===== src/rtl/bus_demux4_if.sv =====
// bus_demux4_if: initiator-side request/response bus plus the
// four-target fan-out bundle carried by bus_demux4.
interface bus_demux4_if #(
  parameter int AW = 32,
  parameter int DW = 32
);
  logic              req_valid;
  logic              req_ready;
  logic [AW-1:0]     req_addr;
  logic              req_we;
  logic [DW-1:0]     req_wdata;
  logic [DW/8-1:0]   req_be;
  logic              rsp_valid;
  logic [DW-1:0]     rsp_rdata;

  logic [3:0]        t_req_valid;
  logic [3:0]        t_req_ready;
  logic [AW-1:0]     t_req_addr;
  logic              t_req_we;
  logic [DW-1:0]     t_req_wdata;
  logic [DW/8-1:0]   t_req_be;
  logic [3:0]        t_rsp_valid;
  logic [3:0]        t_rsp_ready;
  logic [4*DW-1:0]   t_rsp_rdata;

  modport slave (
    input  req_valid, req_addr, req_we,
    input  req_wdata, req_be,
    input  t_req_ready, t_rsp_valid,
    input  t_rsp_rdata,
    output req_ready, rsp_valid, rsp_rdata,
    output t_req_valid, t_req_addr,
    output t_req_we, t_req_wdata, t_req_be,
    output t_rsp_ready
  );

  modport master (
    output req_valid, req_addr, req_we,
    output req_wdata, req_be,
    output t_req_ready, t_rsp_valid,
    output t_rsp_rdata,
    input  req_ready, rsp_valid, rsp_rdata,
    input  t_req_valid, t_req_addr,
    input  t_req_we, t_req_wdata, t_req_be,
    input  t_rsp_ready
  );
endinterface


===== src/rtl/bus_demux4.sv =====
// bus_demux4: routes one request stream to four targets and returns
// their responses in request order using a FIFO of target IDs.
module bus_demux4 #(
  parameter int AW      = 32,
  parameter int DW      = 32,
  parameter int SEL_LSB = 28,
  parameter int MAX_OUT = 4
) (
  input  logic        clk,
  input  logic        rst_n,
  bus_demux4_if.slave bus,
  output logic        idle
);
  localparam int PW = $clog2(MAX_OUT);
  localparam int CW = PW + 1;
  localparam logic [CW-1:0] FULL_CNT = CW'(MAX_OUT);

  logic [1:0]    r_ids [MAX_OUT];
  logic [PW-1:0] r_wptr;
  logic [PW-1:0] r_rptr;
  logic [CW-1:0] r_count;

  logic [AW-1:0] w_addr;
  logic [1:0]    w_sel;
  logic [1:0]    w_head;
  logic          w_full;
  logic          w_empty;
  logic          w_ready;
  logic          w_rsp;
  logic          w_push;
  logic          w_pop;
  logic [3:0]    w_t_req_valid;
  logic [3:0]    w_t_rsp_ready;

  assign w_addr = bus.req_addr;
  assign w_sel  = w_addr[SEL_LSB+1:SEL_LSB];
  assign w_head = r_ids[r_rptr];

  // reset forces full and empty so every handshake output is low
  assign w_full  = !rst_n || (r_count == FULL_CNT);
  assign w_empty = !rst_n || (r_count == '0);

  assign w_ready = bus.t_req_ready[w_sel] && !w_full;
  assign w_rsp   = !w_empty && bus.t_rsp_valid[w_head];
  assign w_push  = bus.req_valid && w_ready;
  assign w_pop   = w_rsp;

  always_comb begin
    w_t_req_valid = '0;
    if (bus.req_valid && !w_full)
      w_t_req_valid[w_sel] = 1'b1;
  end

  always_comb begin
    w_t_rsp_ready = '0;
    if (!w_empty)
      w_t_rsp_ready[w_head] = 1'b1;
  end

  assign bus.req_ready   = w_ready;
  assign bus.t_req_valid = w_t_req_valid;
  assign bus.t_req_addr  = w_addr;
  assign bus.t_req_we    = bus.req_we;
  assign bus.t_req_wdata = bus.req_wdata;
  assign bus.t_req_be    = bus.req_be;

  assign bus.t_rsp_ready = w_t_rsp_ready;
  assign bus.rsp_valid   = w_rsp;
  assign bus.rsp_rdata   =
    bus.t_rsp_rdata[int'(w_head)*DW +: DW];

  assign idle = w_empty;

  always_ff @(posedge clk or negedge rst_n) begin
    if (!rst_n) begin
      for (int i = 0; i < MAX_OUT; i++)
        r_ids[i] <= '0;
      r_wptr  <= '0;
      r_rptr  <= '0;
      r_count <= '0;
    end else begin
      if (w_push) begin
        r_ids[r_wptr] <= w_sel;
        r_wptr        <= r_wptr + PW'(1);
      end
      if (w_pop)
        r_rptr <= r_rptr + PW'(1);
      unique case ({w_push, w_pop})
        2'b10:   r_count <= r_count + CW'(1);
        2'b01:   r_count <= r_count - CW'(1);
        default: r_count <= r_count;
      endcase
    end
  end
endmodule


===== src/flat_wrapper.sv =====
// flat-port wrapper written by rule: the top's interface ports become plain ports
module bus_demux4_flat 
#(
  parameter int AW      = 32,
  parameter int DW      = 32,
  parameter int SEL_LSB = 28,
  parameter int MAX_OUT = 4
)
  (clk, rst_n, idle, bus_req_valid, bus_req_addr, bus_req_we, bus_req_wdata, bus_req_be, bus_t_req_ready, bus_t_rsp_valid, bus_t_rsp_rdata, bus_req_ready, bus_rsp_valid, bus_rsp_rdata, bus_t_req_valid, bus_t_req_addr, bus_t_req_we, bus_t_req_wdata, bus_t_req_be, bus_t_rsp_ready);
  bus_demux4_if #(.AW(AW), .DW(DW)) bus_i ();
  input  logic clk;
  input  logic rst_n;
  output logic idle;
  input wire logic [$bits(bus_i.req_valid)-1:0] bus_req_valid;
  input wire logic [$bits(bus_i.req_addr)-1:0] bus_req_addr;
  input wire logic [$bits(bus_i.req_we)-1:0] bus_req_we;
  input wire logic [$bits(bus_i.req_wdata)-1:0] bus_req_wdata;
  input wire logic [$bits(bus_i.req_be)-1:0] bus_req_be;
  input wire logic [$bits(bus_i.t_req_ready)-1:0] bus_t_req_ready;
  input wire logic [$bits(bus_i.t_rsp_valid)-1:0] bus_t_rsp_valid;
  input wire logic [$bits(bus_i.t_rsp_rdata)-1:0] bus_t_rsp_rdata;
  output wire logic [$bits(bus_i.req_ready)-1:0] bus_req_ready;
  output wire logic [$bits(bus_i.rsp_valid)-1:0] bus_rsp_valid;
  output wire logic [$bits(bus_i.rsp_rdata)-1:0] bus_rsp_rdata;
  output wire logic [$bits(bus_i.t_req_valid)-1:0] bus_t_req_valid;
  output wire logic [$bits(bus_i.t_req_addr)-1:0] bus_t_req_addr;
  output wire logic [$bits(bus_i.t_req_we)-1:0] bus_t_req_we;
  output wire logic [$bits(bus_i.t_req_wdata)-1:0] bus_t_req_wdata;
  output wire logic [$bits(bus_i.t_req_be)-1:0] bus_t_req_be;
  output wire logic [$bits(bus_i.t_rsp_ready)-1:0] bus_t_rsp_ready;
  assign bus_i.req_valid = bus_req_valid;
  assign bus_i.req_addr = bus_req_addr;
  assign bus_i.req_we = bus_req_we;
  assign bus_i.req_wdata = bus_req_wdata;
  assign bus_i.req_be = bus_req_be;
  assign bus_i.t_req_ready = bus_t_req_ready;
  assign bus_i.t_rsp_valid = bus_t_rsp_valid;
  assign bus_i.t_rsp_rdata = bus_t_rsp_rdata;
  assign bus_req_ready = bus_i.req_ready;
  assign bus_rsp_valid = bus_i.rsp_valid;
  assign bus_rsp_rdata = bus_i.rsp_rdata;
  assign bus_t_req_valid = bus_i.t_req_valid;
  assign bus_t_req_addr = bus_i.t_req_addr;
  assign bus_t_req_we = bus_i.t_req_we;
  assign bus_t_req_wdata = bus_i.t_req_wdata;
  assign bus_t_req_be = bus_i.t_req_be;
  assign bus_t_rsp_ready = bus_i.t_rsp_ready;
  bus_demux4 #(.AW(AW), .DW(DW), .SEL_LSB(SEL_LSB), .MAX_OUT(MAX_OUT)) u_core (.clk(clk), .rst_n(rst_n), .bus(bus_i), .idle(idle));
endmodule

===== config.mk =====
export PLATFORM = sky130hd
export DESIGN_NAME = bus_demux4_flat
export DESIGN_NICKNAME = d
export VERILOG_FILES = /design/src/rtl/bus_demux4_if.sv /design/src/rtl/bus_demux4.sv /design/src/flat_wrapper.sv
export SDC_FILE = /design/constraint.sdc
export NUM_CORES = 1
export LEC_CHECK = 0
export CORE_AREA = 2 2 124 126
export CTS_CLUSTER_SIZE = 25
export DETAILED_ROUTE_END_ITERATION = 6
export DIE_AREA = 0 0 126 128
export GPL_TIMING_DRIVEN = 0
export PLACE_DENSITY_LB_ADDON = 0.05
export SLEW_MARGIN = 20
export SYNTH_ARGS = -nofsm -noshare
export SYNTH_HDL_FRONTEND = slang
export SYNTH_SLANG_ARGS = --single-unit

===== constraint.sdc =====
create_clock -name clk -period 3.63 [get_ports clk]
set_input_delay 0.5445 -clock clk [delete_from_list [all_inputs] [get_ports clk]]
set_output_delay 0.5445 -clock clk [all_outputs]
set_load 0.02 [all_outputs]

; After elaboration in Yosys (flattened, before gate mapping)
; Index checks and enable logic that the tools add are counted.
[op_classes]
bitwise_logic = 2
mux = 17
n_reduce_logical = 14
shifts = 1
add_sub_neg = 4
n_eq_ne = 3
n_lt_le_gt_ge = 7
[op_table]
columns = operator, n
row1 = 128-bit by 8-bit variable part select with 32-bit output, 1
row2 = 8-bit bitwise mux, 1
row3 = 4-bit two-way mux, 2
row4 = 1-bit logical AND, 7
row5 = 3-bit >= comparator (second input constant), 2
row6 = 2-bit by 3-bit less-than comparator with 1-bit output (second input constant), 2
row7 = 2-bit two-way mux, 3
row8 = 2-bit inverter with 3-bit output, 2
row9 = 3-bit case mux with 2 select lines, 1
row10 = 2-bit by 1-bit adder with 2-bit output (second input constant), 2
row11 = 1-bit binary-select mux with 2-bit select, 2
row12 = 2-bit binary-select mux with 2-bit select, 1
row13 = 1-bit demux with 2-bit select, 2
row14 = 2-bit demux with 2-bit select, 1
row15 = 2-bit by 1-bit >= comparator with 1-bit output (second input constant), 2
row16 = 1-bit two-way mux, 4
row17 = 3-bit by 1-bit adder with 3-bit output (second input constant), 1
row18 = 3-bit == test (second input constant), 1
row19 = 1-bit zero test, 3
row20 = 3-bit zero test, 1
row21 = 3-bit by 1-bit less-than comparator with 1-bit output (second input constant), 1
row22 = 3-bit by 1-bit subtractor with 3-bit output (second input constant), 1
row23 = 2-bit by 1-bit == test with 1-bit output (second input constant), 1
row24 = 2-bit == test (second input constant), 1
row25 = other kinds (2), 3
[totals]
out_inout_bits = 112
regBits = 15
wordCells = 55
inputBits = 208

; Depth between registers and ports, before layout
[depth]
ltp_word = 9
depth_mapped = 11
depth_no_buf = 10

; Least setup slack after synthesis
; OpenSTA, ideal clock, no wires.
[synth_timing]
path_kind = flip-flop to flip-flop
from = register u_core.r_rptr[0]
to = register u_core.r_count[2]
required_time_ps = 3551
setup_time_ps = 79
synth_period_minus_slack_ps = 2701
n_path_buf = 2
arrival_ps = 2621
slack_ps = 929
path_stages_with_launch = 12
cell_sequence = dfrtp_1 -> buf_6 -> mux4_2 -> buf_6 -> mux2i_1 -> o22ai_2 -> ha_1 -> inv_1 -> fa_1 -> xor2_1 -> nor2_1 -> xor2_1
[synth_between]
elab_chain_len = 9
word_cells_on_any_way = 11
cone_classes = eq/ne (2) / mux (6) / bitwise (1) / reduce/logical (2)
[synth_rtl]
columns = item, line
row1 = from (decl), bus_demux4.sv:20  ; logic [PW-1:0] r_rptr;
row2 = from (signal assigned), bus_demux4.sv:87  ; r_rptr <= r_rptr + PW'(1);
row3 = 2-bit inverter with 3-bit output (implied by the code) *, bus_demux4.sv:37  ; assign w_head = r_ids[r_rptr];
row4 = 2-bit binary-select mux with 2-bit select *, bus_demux4.sv:37
row5 = 2-bit two-way mux (implied by the code) * (2 in series), bus_demux4.sv:37
row6 = 1-bit binary-select mux with 2-bit select *, bus_demux4.sv:44  ; assign w_rsp = !w_empty && bus.t_rsp_valid[w_head];
row7 = 1-bit two-way mux (implied by the code) *, bus_demux4.sv:44
row8 = 1-bit logical AND *, bus_demux4.sv:44
row9 = named net bus_rsp_valid, flat_wrapper.sv:23  ; output wire logic [$bits(bus_i.rsp_valid)-1:0] bus_rsp_valid;
row10 = 2-bit by 1-bit == test with 1-bit output / 2-bit == test (equally long branches), bus_demux4.sv:88  ; unique case ({w_push, w_pop})
row11 = 3-bit case mux with 2 select lines / 2-bit nonzero test (equally long branches), --
row12 = to (signal assigned), bus_demux4.sv:89  ; 2'b10: r_count <= r_count + CW'(1);
row13 = to (signal assigned), bus_demux4.sv:90  ; 2'b01: r_count <= r_count - CW'(1);
row14 = to (signal assigned), bus_demux4.sv:91  ; default: r_count <= r_count;
row15 = to (decl), bus_demux4.sv:21  ; logic [CW-1:0] r_count;
; Mark *: on every way through the listed nets, which the timed path passes. The rest lies on a longest branch. The select of a mux whose other input is x is not followed.
; A chain may end at the register's enable or synchronous reset.

; Worst setup path in the final report
[layout_timing]
from = input rst_n
to = output bus_rsp_valid
[layout_between]
elab_chain_len = 4
[layout_rtl]
columns = item, line
row1 = from (decl), flat_wrapper.sv:12  ; input logic rst_n;
row2 = 1-bit zero test, bus_demux4.sv:41  ; assign w_empty = !rst_n || (r_count == '0);
row3 = 1-bit logical OR, bus_demux4.sv:41
row4 = 1-bit zero test, bus_demux4.sv:44
row5 = 1-bit logical AND, bus_demux4.sv:44
row6 = to (decl), flat_wrapper.sv:23
; No other way between the ends.

==> impl_metrics.csv <==
group,metric,value,unit
floorplan,die_h,128,microns
floorplan,rows,45,
sta,setup_viol_count_final,0,
clocking,ctsLongestPathBuffers,2,
synth,ys_seq_elements,15,
synth,yosysMostFrequentCell,"buf_4",
global_routing,grt_pass1_vias,2278,
job,maxCapViolCount,0,
clocking,clk_pin_slew,0.05,ns
sta,worst_pin_slew,0.866,ns
floorplan,dieArea,16100,sq um
sta,holdWs,0.491,ns
synth,synth_top_area_share,0.310,
worst_hold_path,worstHoldPathType,"reg -> reg",
setup_path,worstRegToRegCells,10,
worst_hold_path,holdPathStages,1,
setup_path,crit_type,"in -> out",
detailed_routing,drt-pass1-iter-count,4,
floorplan,core,14900,sq um
placed_design,dpl.hpwl,9790,microns
power,p_leak,0.00202,uW
detailed_routing,drc,0,
detailed_routing,wl,11000,microns
run_status,status,"finished, final reports clean",
setup_path,critPathMaxFanout,19,
global_routing,overflow,0,
detailed_routing,wl_per_cell,17.4,microns
detailed_routing,detail-route-antenna-nets,0,
power,ir_drop,0.272,mV
setup_path,cp_cell_sequence,"dlygate4sd2_1 > o311ai_0 > o22ai_2 > clkdlybuf4s50_1",
synth,yosysSeqAreaShare,0.166,
synth,synth_commonest_cells,"69 x buf_4, 31 x mux4_2, 15 x dfrtp_1, 9 x nand2_1",
setup_path,cpPeakStageDelay,0.77,ns
synth,synth-edff-count,0,
cells_and_area,synthToLayoutAreaGrowth,125,%
clocking,clk_latency,0.25,ns
cells_and_area,finalNetCount,659,
setup_path,crit_arrival,2.84,ns
global_routing,grt_max_degree,20,
detailed_routing,drtIter0Drc,42,
floorplan,chipWidth,126,microns
sta,fin_skew,0.00268,ns
sta,period_minus_slack,3.38,ns
clocking,cts_htree_levels,1,
clocking,post-cts-setup-buffer-count,0,
setup_path,cp.buffers_inverters,2,
clocking,cts_resized,1,
setup_path,critPathTopFamily,"buffers and inverters",
floorplan,ioPinCount,320,
synth,synth.avg_cell_area,11.9,sq um
sta,rsz0062_at_grt,"no",
setup_path,path_depth,4,
clocking,numCtsBuffers,3,
placed_design,routabilityCongestion,0.803,
sta,max_freq,296,MHz
setup_path,crit_required,3.09,ns
detailed_routing,num_vias,2399,
worst_hold_path,hold_start,"u_core.r_ids[3]",
synth,ys_warn_count,0,
sta,slew_headroom,0.423,
power,p_per_area,770,nW/um^2
clocking,cts.sinks,15,
clocking,tritoncts,"yes",
synth,synthTopCellsByArea,"mux4_2 31%, buf_4 23%, dfrtp_1 17%",
setup_path,crit_start,"rst_n",
global_routing,globalRouteTotalUtil,0.123,
synth,synth_ff_type,"dfrtp_1",
sta,finalCritPeriodShare,0.931,
power,p_total,3900,uW
detailed_routing,via_per_inst,3.80,
cells_and_area,drive_gt1_frac,0.268,
clocking,holdBufCountCts,0,
setup_path,crit_path_top_delay_cell,"dlygate4sd2_1",
cells_and_area,diodes,0,
setup_path,rr_startpoint,"u_core.r_rptr[0]",
floorplan,initial_utilization,0.152,
setup_path,cp-end-kind,"primary output",
setup_path,critPathLaunchType,"input port",
sta,hold_viol_final,0,
sta,finalMaxSlewViolations,0,
synth,syn-cell-area,2250,sq um
synth,syn-num-nets,404,
synth,yosysUniqueCellTypes,29,
clocking,root_buffer,"clkbuf_16",
placed_design,port_buffers,250,
synth,postSynth.asyncResetShare,1.00,
synth,synth_top_area_cell,"mux4_2",
global_routing,grt_pass1_wl,15100,microns
global_routing,antenna_found_initial,0,
synth,syn_inst,190,
[layer usage]
layer / global-route usage / up-vias / wire (microns)
met5: 0 / - / 0
met4: 0.0175 / 0 / 56
met3: 0.0221 / 5 / 743
met2: 0.222 / 127 / 5730
met1: 0.156 / 1132 / 4490
li1: - / 1135 / -
[state kept, by name, indices dropped and copies added (netlist names)]
name / flops
u_core.r_ids: 8
u_core.r_count: 3
u_core.r_rptr: 2
u_core.r_wptr: 2
[report_power, final]
| part | leakage [uW] | internal, uW | switching (uW) |
|---|---|---|---|
| clock network | 0.0000382 | 149 | 71.3 |
| logic | 0.00180 | 1850 | 1520 |
| registers | 0.000182 | 256 | 62.5 |
[kinds of logic after synthesis]
family / after synthesis / share of synthesized area
compound gates: 6 / 0.0194
xor+xnor: 6 / 0.0233
fa+ha+maj: 6 / 0.0366
buf+inv: 87 / 0.290
flops: 15 / 0.166
mux: 47 / 0.415
simple gates: 23 / 0.0499
[cells in the final DEF, fill, tap and decap left out]
cell | synthesis | routed
and2_1 | 1 | 1
dfrtp_1 | 15 | 15
dlygate4sd2_1 | 0 | 1
mux4_2 | 31 | 31
clkbuf_1 | 2 | 3
nand2_1 | 9 | 9
and3b_1 | 1 | 1
mux2_1 | 3 | 3
buf_4 | 69 | 69
clkdlybuf4s50_1 | 0 | 249
nor2_1 | 6 | 6
buf_2 | 3 | 3
fa_1 | 1 | 1
or3b_2 | 1 | 1
or2_1 | 1 | 1
mux2_2 | 6 | 6
buf_6 | 2 | 2
buf_12 | 3 | 3
o22ai_2 | 1 | 1
ha_1 | 5 | 5
inv_1 | 6 | 6
o21ai_0 | 3 | 3
o311ai_0 | 1 | 1
clkbuf_16 | 0 | 3
xnor2_1 | 3 | 3
and3_1 | 3 | 3
mux2i_1 | 3 | 3
mux4_1 | 4 | 4
buf_1 | 2 | 2
nor3b_1 | 1 | 1
xor2_1 | 3 | 3
o31ai_1 | 1 | 1
[path summary, 6_finish.rpt]
| path | slack (ns) | end |
|---|---|---|
| min reg2reg | 0.49 | u_core.r_ids[3] |
| min in group asynchronous | 0.52 | u_core.r_count[1] |
| max reg2reg | 0.85 | u_core.r_count[2] |
| max in group asynchronous | 2.57 | u_core.r_ids[7] |
| max | 0.25 | bus_rsp_valid |
| min | 0.49 | u_core.r_ids[3] |
[area by class of cell]
cell class	count	area (sq um)
Timing Repair Buffer	250	2500
Fill cell	1514	9790
Inverter	6	22.5
Sequential cell	15	375
Clock buffer	4	78.8
Buffer	81	631
Multi-Input combinational cell	88	1230
Tap cell	188	235
[through the flow]
step,instances,utilization,worst slack [ns],area (sq um),TNS [ns]
after floorplan,190,-,0.929,2250,0
after global placement,628,0.336,-0.0704,4990,-0.0752
after detailed placement,628,0.336,-0.115,4990,-0.175
after CTS,632,0.341,0.135,5070,0
after global routing,632,0.341,0.0133,5070,0
final,632,0.341,0.250,5070,0
Power figures use the tool's default switching activity.
